**config.mk**
```make
export PLATFORM = sky130hd
export DESIGN_NAME = sar_adc_scan
export DESIGN_NICKNAME = d
export VERILOG_FILES = /design/src/rtl/sar_adc_scan.sv
export SDC_FILE = /design/constraint.sdc
export NUM_CORES = 1
export LEC_CHECK = 0
export ABC_AREA = 1
export BUFFER_PORTS_ARGS = -buffer_cell sky130_fd_sc_hd__buf_2
export CAP_MARGIN = 20
export CORE_UTILIZATION = 57
export DETAILED_ROUTE_END_ITERATION = 7
export GPL_TIMING_DRIVEN = 0
export PLACE_DENSITY = 0.89
export SETUP_SLACK_MARGIN = 0.3
export SLEW_MARGIN = 5
export SYNTH_ARGS = -nofsm -noshare
export SYNTH_HDL_FRONTEND = slang
export SYNTH_SLANG_ARGS = --single-unit
export TNS_END_PERCENT = 5
```
**constraint.sdc**
```tcl
create_clock -name clock -period 2.2 [get_ports clock]
set_clock_uncertainty 0.05 [all_clocks]
set_input_delay 0.22 -clock clock [delete_from_list [all_inputs] [get_ports clock]]
set_output_delay 0.22 -clock clock [all_outputs]
set_load 0.1 [all_outputs]
```
**src/rtl/sar_adc_scan.sv**
```systemverilog
// Successive-approximation ADC controller: single-channel or round-robin scan, start/busy/eoc handshake.
// Optional build macro SAR_AVG_EN: averages 2^AVG_LOG2 conversions per reported result.
module sar_adc_scan #(
  parameter int WIDTH        = 8,
  parameter int CHANNELS     = 4,
  parameter int CLK_DIV      = 4,
  parameter int SETTLE_TICKS = 2,
  parameter int AVG_LOG2     = 2,
  localparam int CH_W = (CHANNELS > 1) ? $clog2(CHANNELS) : 1
) (
  input  logic             clock,
  input  logic             reset,
  input  logic             start,
  input  logic             scan,
  input  logic             stop,
  input  logic [CH_W-1:0]  ch_sel,
  input  logic             ecmp,
  output logic             busy,
  output logic             eoc,
  output logic [WIDTH-1:0] result,
  output logic [CH_W-1:0]  result_ch,
  output logic [WIDTH-1:0] dac_code,
  output logic             sample,
  output logic [CH_W-1:0]  mux_ch
);

  localparam int PW = (CLK_DIV > 1) ? $clog2(CLK_DIV) : 1;
  localparam int SW = $clog2(SETTLE_TICKS + 1);
  localparam int BW = $clog2(WIDTH);

  typedef enum logic [1:0] {IDLE, SAMPLE, CONVERT, DONE} sarState_t;

  sarState_t        state;
  logic [PW-1:0]    prescale;
  logic             tick;
  logic             ecmpMeta, ecmpSync;
  logic             scanLatch, stopFlag;
  logic [SW-1:0]    settleCnt;
  logic [BW-1:0]    bitIdx;
  logic [WIDTH-1:0] acc, mask, accNext;
  logic [CH_W-1:0]  chNext;
  logic             chOk;

`ifdef SAR_AVG_EN
  localparam int SUM_W = WIDTH + AVG_LOG2;
  localparam int AW    = (AVG_LOG2 > 0) ? AVG_LOG2 : 1;
  logic [SUM_W-1:0] sum;
  logic [AW-1:0]    avgCnt;
  logic             lastAvg;
  assign lastAvg = (avgCnt == AW'((1 << AVG_LOG2) - 1));
`endif

  assign tick    = (prescale == PW'(CLK_DIV - 1));
  assign mask    = WIDTH'(1) << bitIdx;
  assign accNext = ecmpSync ? (acc | mask) : acc;
  assign chNext  = (mux_ch == CH_W'(CHANNELS - 1)) ? '0 : mux_ch + CH_W'(1);
  assign chOk    = ({1'b0, ch_sel} < (CH_W + 1)'(CHANNELS));

  // Comparator is asynchronous to the trial timing; only the second flop is used.
  always_ff @(posedge clock or posedge reset) begin
    if (reset) begin
      ecmpMeta <= 1'b0;
      ecmpSync <= 1'b0;
    end else begin
      ecmpMeta <= ecmp;
      ecmpSync <= ecmpMeta;
    end
  end

  always_ff @(posedge clock or posedge reset) begin
    if (reset)                                   prescale <= '0;
    else if (state == SAMPLE || state == CONVERT) prescale <= tick ? '0 : prescale + PW'(1);
    else                                         prescale <= '0;
  end

  always_ff @(posedge clock or posedge reset) begin
    if (reset) begin
      state     <= IDLE;
      busy      <= 1'b0;
      eoc       <= 1'b0;
      sample    <= 1'b0;
      result    <= '0;
      result_ch <= '0;
      dac_code  <= '0;
      mux_ch    <= '0;
      scanLatch <= 1'b0;
      stopFlag  <= 1'b0;
      settleCnt <= '0;
      bitIdx    <= '0;
      acc       <= '0;
`ifdef SAR_AVG_EN
      sum       <= '0;
      avgCnt    <= '0;
`endif
    end else begin
      eoc <= 1'b0;
      if (busy && stop) stopFlag <= 1'b1;
      case (state)
        IDLE: if (start) begin
          scanLatch <= scan;
          mux_ch    <= chOk ? ch_sel : '0;
          busy      <= 1'b1;
          sample    <= 1'b1;
          dac_code  <= '0;
          settleCnt <= '0;
          state     <= SAMPLE;
        end
        SAMPLE: if (tick) begin
          if (settleCnt == SW'(SETTLE_TICKS - 1)) begin
            sample   <= 1'b0;
            acc      <= '0;
            bitIdx   <= BW'(WIDTH - 1);
            dac_code <= WIDTH'(1) << (WIDTH - 1);
            state    <= CONVERT;
          end else begin
            settleCnt <= settleCnt + SW'(1);
          end
        end
        CONVERT: if (tick) begin
          acc <= accNext;
          if (bitIdx == '0) begin
            dac_code <= '0;
`ifdef SAR_AVG_EN
            // Intermediate conversions fold into the sum and resample without a DONE cycle.
            if (!lastAvg) begin
              sum       <= sum + SUM_W'(accNext);
              avgCnt    <= avgCnt + AW'(1);
              sample    <= 1'b1;
              settleCnt <= '0;
              state     <= SAMPLE;
            end else begin
              state <= DONE;
            end
`else
            state <= DONE;
`endif
          end else begin
            bitIdx   <= bitIdx - BW'(1);
            dac_code <= accNext | (mask >> 1);
          end
        end
        DONE: begin
`ifdef SAR_AVG_EN
          result <= WIDTH'((sum + SUM_W'(acc)) >> AVG_LOG2);
          sum    <= '0;
          avgCnt <= '0;
`else
          result <= acc;
`endif
          result_ch <= mux_ch;
          eoc       <= 1'b1;
          dac_code  <= '0;
          if (scanLatch && !(stopFlag || stop)) begin
            mux_ch    <= chNext;
            sample    <= 1'b1;
            settleCnt <= '0;
            state     <= SAMPLE;
          end else begin
            busy     <= 1'b0;
            stopFlag <= 1'b0;
            state    <= IDLE;
          end
        end
        default: state <= IDLE;
      endcase
    end
  end

endmodule

```
# After elaboration in Yosys (flattened, before gate mapping)
# Index checks and enable logic that the tools add are counted.
# W data, S select, Z words.
[totals] ff_bits=44 input_bits=8 out_inout_bits=23
[op_classes] addsub=4 n_eq_ne=15 n_shift=1 muxes=45 bitwise=2 reduce_logical=19
[ops] cell="$mux W8" count=9
[ops] cell="$pmux W8 S4" count=1
[ops] cell="$mux W2" count=14
[ops] cell="$reduce_and A5 Y1" count=4
[ops] cell="$pmux W8 S2" count=1
[ops] cell="$ne A2 B2 Y1 const B" count=7
[ops] cell="$mux W3" count=4
[ops] cell="$mux W1" count=10
[ops] cell="$eq A2 B2 Y1 const B" count=4
[ops] cell="$or A8 B7 Y8" count=1
[ops] cell="$or A8 B8 Y8" count=1
[ops] cell="$pmux W2 S4" count=1
[ops] cell="$reduce_and A4 Y1" count=2
[ops] cell="$shl A1 B3 Y8 const A" count=1
[ops] cell="$add A2 B1 Y2 const B" count=3
[ops] cell="$pmux W2 S3" count=1
[ops] cell="$pmux W3 S2" count=1
[ops] cell="$reduce_and A3 Y1" count=2
[ops] cell="$eq A2 B1 Y1 const B" count=2
[ops] cell="$ne A2 B1 Y1 const B" count=2
[ops] cell="$pmux W2 S2" count=1
[ops] cell="$reduce_bool A2 Y1" count=2
[ops] cell="$logic_not A3 Y1" count=1
[ops] cell="$pmux W1 S3" count=1
[ops] cell="other kinds (8)" count=10

# Depth between registers and ports, before layout
# Gate-level depths: netlist of run 1.
[logic_depth] depth_word=7 depth_mapped=10 ltp_nobuf=10

# Least setup slack after synthesis of run 1
# No wires, ideal clock.
[synth_path] path_kind="register -> register" from="register mux_ch[1]" to="register mux_ch[1]" arrival_time_ns=1.495 t_required_ns=2.030 slack_ns=0.535 path_stages_with_launch=6 path_buffers=0 period_less_slack_ns=1.665 path_cell_list="dfrtp_1 > ha_1 > nand2_1 > nand2_1 > nand2_1 > nand2_1"
[synth_between] elab_chain_len=4 word_cells_on_any_way=5 cone_classes="1 x add/sub; 1 x eq/ne; 3 x mux"
[synth_lines] item="start: declaration" line_no="24" rtl="output logic [CH_W-1:0] mux_ch"
[synth_lines] item="start signal: assignment" line_no="101" rtl="mux_ch <= chOk ? ch_sel : '0;"
[synth_lines] item="start signal: assignment" line_no="154" rtl="mux_ch <= chNext;"
[synth_lines] item="$add A2 B1 Y2 or $eq A2 B2 Y1 (tied branches)" line_no="56" rtl="assign chNext = (mux_ch == CH_W'(CHANNELS - 1)) ? '0 : mux_ch + CH_W'(1);"
[synth_lines] item="$mux W2 *" line_no="56"
[synth_lines] item="$mux W2 *" line_no="153" rtl="if (scanLatch && !(stopFlag || stop)) begin"
[synth_lines] item="$pmux W2 S2 *" line_no="98" rtl="case (state)"
# Every way passes the cells marked *; elsewhere a longest branch is shown, timed or not. The select of a mux whose other input is x is not followed.
# A chain may end at the register's enable or synchronous reset.

# Worst setup path in the final report of run 1
[layout_path] from="register state[0]" to="register acc[6]"
[layout_between] elab_chain_len=3 word_cells_on_any_way=8 cone_classes="5 x eq/ne; 1 x mux; 2 x reduce/logical"
[layout_lines] item="start: declaration" line_no="33" rtl="sarState_t state;"
[layout_lines] item="start signal: assignment" line_no="78" rtl="state <= IDLE;"
[layout_lines] item="start signal: assignment" line_no="106" rtl="state <= SAMPLE;"
[layout_lines] item="start signal: assignment" line_no="114" rtl="state <= CONVERT;"
[layout_lines] item="$eq A2 B1 Y1 or $eq A2 B2 Y1 (tied branches)" line_no="98"
[layout_lines] item="$ne A2 B1 Y1 (no source line), or another cell as far along"
[layout_lines] item="$reduce_and A4 Y1 (no source line)"
[layout_lines] item="end signal: assignment" line_no="120" rtl="acc <= accNext;"
[layout_lines] item="end: declaration" line_no="40" rtl="logic [WIDTH-1:0] acc, mask, accNext;"
# Several ways; a longest one is shown, not always the timed one.

==> metrics.yaml, run 1 <==
placed_design:
  place_inst: 351
  port-buffer-count: 30
  place_area_sq_mm: 0.00248
  pre_cts_ws_ns: 0.445
  post-dp-hpwl_microns: 3120
  routabilityCongestion: 0.878
worst_setup_path:
  cp_max_fo: 10
  crit_path_end_kind: "flop"
  cp_data_required_time_ns: 2.32
  crit_type: "flop to flop"
  worst_setup_path_start_kind: "flop"
  worst-r2r-cell-count: 6
  critPathArrivalTime_ns: 1.89
synthesis:
  ys_ff_latch: 44
  synth-async-reset-ratio: 1.00
  synth_edf_count: 0
  synth_area_leaders: "dfrtp_1 (49%), nand2_1 (16%), ha_1 (7.2%)"
  synth_cell_types: 22
  synthCells: 272
  netlist_area_sq_mm: 0.00225
  synth_top_area_frac: 0.489
  syn_nets: 293
  synth_top_area_cell: "dfrtp_1"
  synth.avg_cell_area_sq_um: 8.28
  ys.flop_type: "dfrtp_1"
  yosysSeqAreaShare: 0.489
  ys_warn_count: 0
clock_tree:
  htreeDepth: 2
  cts_resized: 0
  clk_latency_ns: 0.30
  clock_sinks: 44
  cts_made_buffers: 5
  cts_tree: "done"
  cts_hold_buf: 2
  clockRootBuffer: "clkbuf_8"
  post_cts_buffers: 0
  path_clk_slew_ns: 0.08
  clk_path_buf_depth: 2
floorplan:
  core-area_sq_mm: 0.00372
  die_y_microns: 64.8
  die_area_sq_mm: 0.00420
  start_util: 0.606
  ios: 31
  std_cell_rows: 22
  die_w_microns: 64.8
grt:
  grtUsageTotal: 0.234
  grt_first_pass_wirelength_microns: 7490
  grt_pass1_vias: 1724
  overflow: 0
  antenna_found_initial: 0
  grt_max_degree: 37
min_path:
  hold_path.class: "input pin to flop"
  min_delay_path_depth: 2
route:
  route.detailed.drc: 0
  vias: 1815
  routedWlPerCell_microns: 11.7
  drt_first_pass_iters: 4
  ant_nets: 0
  vias_per_cell: 5.03
  routed_wl_microns: 4210
  drt_iter0_markers: 110
finish:
  diodes: 0
  syn2layout_area_growth_pct: 15.9
  final_nets: 333
  stdcell_count: 361
  drive_above_1_share: 0.192
  final_cell_area_sq_mm: 0.00261
timing:
  slew_headroom: 0.677
  tightest_slew_ns: 0.487
  finalCritPeriodShare: 0.805
  setup_tns_ns: 0
  setup_ws_ns: 0.430
  finalHoldViolations: 0
  setup_violations: 0
  max_freq_mhz: 565
  rsz0062_at_grt: "false"
  period_minus_slack_ns: 1.77
  drv_slew: 0
status:
  status: "complete, no violations"
job:
  drv_cap: 0
routing by layer:
metal,vias to the layer above,routed length (microns),track usage
li1,944,-,-
met1,824,2040,0.307
met2,40,1940,0.380
met3,7,154,0.0546
met4,0,72,0.0806
met5,-,0,0
cells by family after synthesis:
logic type                 Yosys count  share of synthesized area
xor gates and xnor gates             1                    0.00389
adders and majority gates           13                     0.0723
buffers and inverters               40                     0.0806
and+or+nand+nor                    138                      0.263
AOI/OAI and AO/OA                   35                     0.0856
DFF                                 44                      0.489
muxes                                1                    0.00500
Yosys cell counts, types with 3 or more instances:
library cell and instances:
o21ai_2 4, o21ai_0 24, o21ai_1 3, dfrtp_1 44, ha_1 13, nand2_2 4, nand2_1 96, nand3_1 18
nor2_1 6, buf_4 3, a21oi_1 3, nand4_1 10, inv_1 30
metrics by stage:
| step | utilization | hold slack (ns) |
|---|---|---|
| 5_1_grt | 0.702 | 0.108 |
| 4_1_cts | 0.702 | 0.109 |
| 2_1_floorplan | - | 0.201 |
| 3_5_place_dp | 0.668 | 0.103 |
| 6_report | 0.702 | 0.111 |
| 3_3_place_gp | 0.662 | 0.280 |
final timing paths:
kind | slack, ns | from | to
worst max-delay path | 0.43 | state[0] | acc[6]
max in group asynchronous | 1.32 | reset | settleCnt[1]
worst min register to register | 0.32 | ecmpMeta | ecmpSync
worst min-delay path | 0.11 | scan | scanLatch
min in group asynchronous | 0.33 | reset | result_ch[1]
worst max register to register | 0.43 | state[0] | acc[6]
cell usage in the layout, fill, tap and decap left out:
master / n
nand2_1: 96
dfrtp_1: 44
buf_2: 32
inv_1: 29
o21ai_0: 24
nand3_1: 18
ha_1: 13
nand4_1: 10
nor2_1: 6
clkbuf_8: 5
nand2_2: 4
o21ai_2: 4
buf_4: 3
inv_2: 3
o21ai_1: 3
a21oi_1: 3
nor2_4: 2
buf_6: 2
nor3_1: 2
dlygate4sd3_1: 2
o21a_1: 1
inv_4: 1
mux2_2: 1
xor2_1: 1
bufinv_16: 1
clkinv_2: 1
clkbuf_1: 1
buf_12: 1
state kept, by name (all words and copies together) (netlist names), 2 cells and up:
signal and count:
acc 8, bitIdx 3, dac_code 8, mux_ch 2, prescale 2, result 8
result_ch 2, settleCnt 2, state 2
worst max-delay path: stages, from the launching register on:
cell     delay (ns)
dfrtp_1        0.42
inv_1          0.12
ha_1           0.30
buf_4          0.16
inv_1          0.10
nor3_1         0.37
o21ai_0        0.13
cell type report:
| cell class | count | area (sq um) |
|---|---|---|
| Buffer | 7 | 55.1 |
| Clock buffer | 6 | 72.6 |
| Clock inverter | 2 | 35.0 |
| Fill cell | 288 | 1110 |
| Inverter | 33 | 126 |
| Multi-Input combinational cell | 188 | 968 |
| Sequential cell | 44 | 1100 |
| Tap cell | 48 | 60.1 |
| Timing Repair Buffer | 33 | 190 |
Power of run 1 is left out: the tool's default activity adds up to more than one toggle a clock period on the data nets, which glitch-free logic cannot reach.
==> run 2, diff against run 1 <==
Settings changed: ABC_AREA 1 to 0, CORE_UTILIZATION 57 to 56.
Clock period 2.2 ns to 1.9 ns, I/O delays scaled along.
==> run 2 against run 1 <==
Compared with the run above: first-iteration DRC count is 20% higher; final area grew 1.2%; count of clock-buffer cells in the layout grew 1; core utilization increased by 5.9 points; register-to-register slack worse by 0.31 ns; critical path depth rose by 1; global-route usage grew 3.9 points; routed wire length is 20% higher; flip-flop and latch count stayed put; via count shrank 7.3%; die area fell by 5.1%; area after synthesis shrank 6.9%; largest cell class unchanged.
==> metrics.yaml, run 2 <==
status:
  status: "complete, no violations"
timing:
  finalCritPeriodShare: 0.939
  rsz0062_at_grt: "true"
  drv_slew: 0
  finalHoldViolations: 0
  hold_ws_ns: 0.0714
  setup_violations: 0
  max_freq_mhz: 561
  setup_tns_ns: 0
  tightest_slew_ns: 0.495
  slew_headroom: 0.672
  period_minus_slack_ns: 1.78
finish:
  multi_input_area_sq_um: 988
  final_cell_mix: "dfrtp_1 (42), buf_2 (33), nand2_1 (14)"
  final_nets: 261
  reg_top3: "acc x8, dac_code x8, result x8"
  syn2layout_area_growth_pct: 26.0
  register_area_sq_mm: 0.00110
  drive_above_1_share: 0.390
  num-fill-cells: 190
  diodes: 0
  layout_commonest_cell: "dfrtp_1"
synthesis:
  synth_top_area_cell: "dfrtp_1"
  synth.avg_cell_area_sq_um: 11.3
  ys_top_cells_by_count: "dfrtp_1 (44), nand2_1 (15), ha_1 (13), nor2_1 (13)"
  synth_area_leaders: "dfrtp_1 (53%), ha_1 (7.8%), mux2_2 (6.5%)"
  ys.flop_type: "dfrtp_1"
  synth_top_area_frac: 0.526
  synth_edf_count: 0
  synthCells: 186
  netlist_area_sq_mm: 0.00209
  ys_warn_count: 0
  yosysMostFrequentCell: "dfrtp_1"
  yosysSeqAreaShare: 0.526
  ys_ff_latch: 44
  synth-async-reset-ratio: 1.00
  syn_nets: 207
  synth_cell_types: 38
worst_setup_path:
  critPathArrivalTime_ns: 1.96
  worst-r2r-cell-count: 7
  rr_startpoint: "state[1]"
  rr_endpoint: "state[0]"
  cp_data_required_time_ns: 2.07
  rrSetupSlack_ns: 0.12
  crit_path_end_kind: "flop"
  cp-startpoint: "state[1]"
  endpoint: "state[0]"
  cp_max_fo: 5
  crit_type: "flop to flop"
  worst_setup_path_start_kind: "flop"
floorplan:
  die_w_microns: 63.2
  die_y_microns: 63.2
  std_cell_rows: 21
  die_area_sq_mm: 0.00399
  start_util: 0.604
  core-area_sq_mm: 0.00347
  ios: 31
min_path:
  worstHoldStart: "scan"
  hold_path.class: "input pin to flop"
placed_design:
  port-buffer-count: 30
  post-dp-hpwl_microns: 3020
  routabilityCongestion: 0.866
clock_tree:
  clk_path_buf_depth: 2
  clk_latency_ns: 0.30
  cts_tree: "done"
  clock_sinks: 44
  htreeDepth: 2
  path_clk_slew_ns: 0.08
  cts_made_buffers: 5
  clockRootBuffer: "clkbuf_8"
grt:
  grt_max_degree: 33
  overflow: 0
  grtUsageTotal: 0.274
  antenna_found_initial: 0
  grt_pass1_vias: 1676
  grt_first_pass_wirelength_microns: 8260
route:
  vias: 1682
  route.detailed.drc: 0
  ant_nets: 0
  routed_wl_microns: 5040
  drt_first_pass_iters: 5
  vias_per_cell: 5.86
  routedWlPerCell_microns: 17.6
  drt_iter0_markers: 132
job:
  drv_cap: 0
-- run 2: cell count changes after synthesis, sizes merged, moves of 3 or more --
cell and change:
nand2b +5, nand2 -85, mux2 +11, nand3 -13, inv -22, o21ai -24
a21oi +9, nor2 +6, a22o +7, a31oi +3, o31ai +6, nand4 -8
-- run 2: area by class of cell --
class	count	area share
multi-input cells	124	0.374
clock inverters	1	0.00284
plain buffers	7	0.0213
inverters	11	0.0156
flip-flops and latches	44	0.418
repair buffers	47	0.113
clock buffers	7	0.0327
well taps	46	0.0218
-- run 2: worst min-delay path by stage --
stage                     depth (start not counted)      endpoint  slack [ns]
after floorplan                                   0      ecmpMeta        0.17
after global placement                            1      ecmpMeta        0.25
after detailed placement                          2  result_ch[0]        0.10
after CTS                                         2     scanLatch        0.07
after global routing                              2     scanLatch        0.07
final                                             2     scanLatch        0.07
-- run 2: stage by stage --
stage | instance area [sq um] | utilization | instances | setup slack [ns]
2_1_floorplan | 2100 | - | 186 | 0.226
3_3_place_gp | 2310 | 0.666 | 262 | 0.0212
3_5_place_dp | 2330 | 0.672 | 263 | 0.0374
4_1_cts | 2580 | 0.745 | 284 | 0.187
5_1_grt | 2640 | 0.761 | 287 | 0.0501
6_report | 2640 | 0.761 | 287 | 0.117
-- run 2: critical path: stages, from the launching register on --
cell and delay (ns):
dfrtp_1 0.45, inv_2 0.09, ha_2 0.19, buf_6 0.13
nor2_4 0.13, o211ai_4 0.11, or3b_1 0.38, a22oi_2 0.17
-- run 2: timing repair --
| action | CTS | global route |
|---|---|---|
| resized for setup | 14 | 9 |
| setup endpoints to repair | 32 | 33 |
| pin swaps | 4 | 0 |
| hold endpoints to repair | 13 | 0 |
| buffers inserted | 11 | 3 |
| hold buffers | 2 | 0 |
-- run 2: routing by layer --
metal	routed length, microns	up-vias	GRT usage	part of all wire
met5	0	-	0	0
met4	151	0	0.110	0.030
met3	161	15	0.0670	0.032
met2	2540	43	0.448	0.50
met1	2190	853	0.346	0.43
li1	-	771	-	-
-- run 2: cells by family after synthesis --
kind of cell / count (synthesis) / share of synthesized area
mux: 14 / 0.0741
compound gates: 48 / 0.164
buf+inv: 18 / 0.0418
flops: 44 / 0.526
simple gates: 49 / 0.116
fa+ha+maj: 13 / 0.0777
Power of run 2 is left out for the same reason.
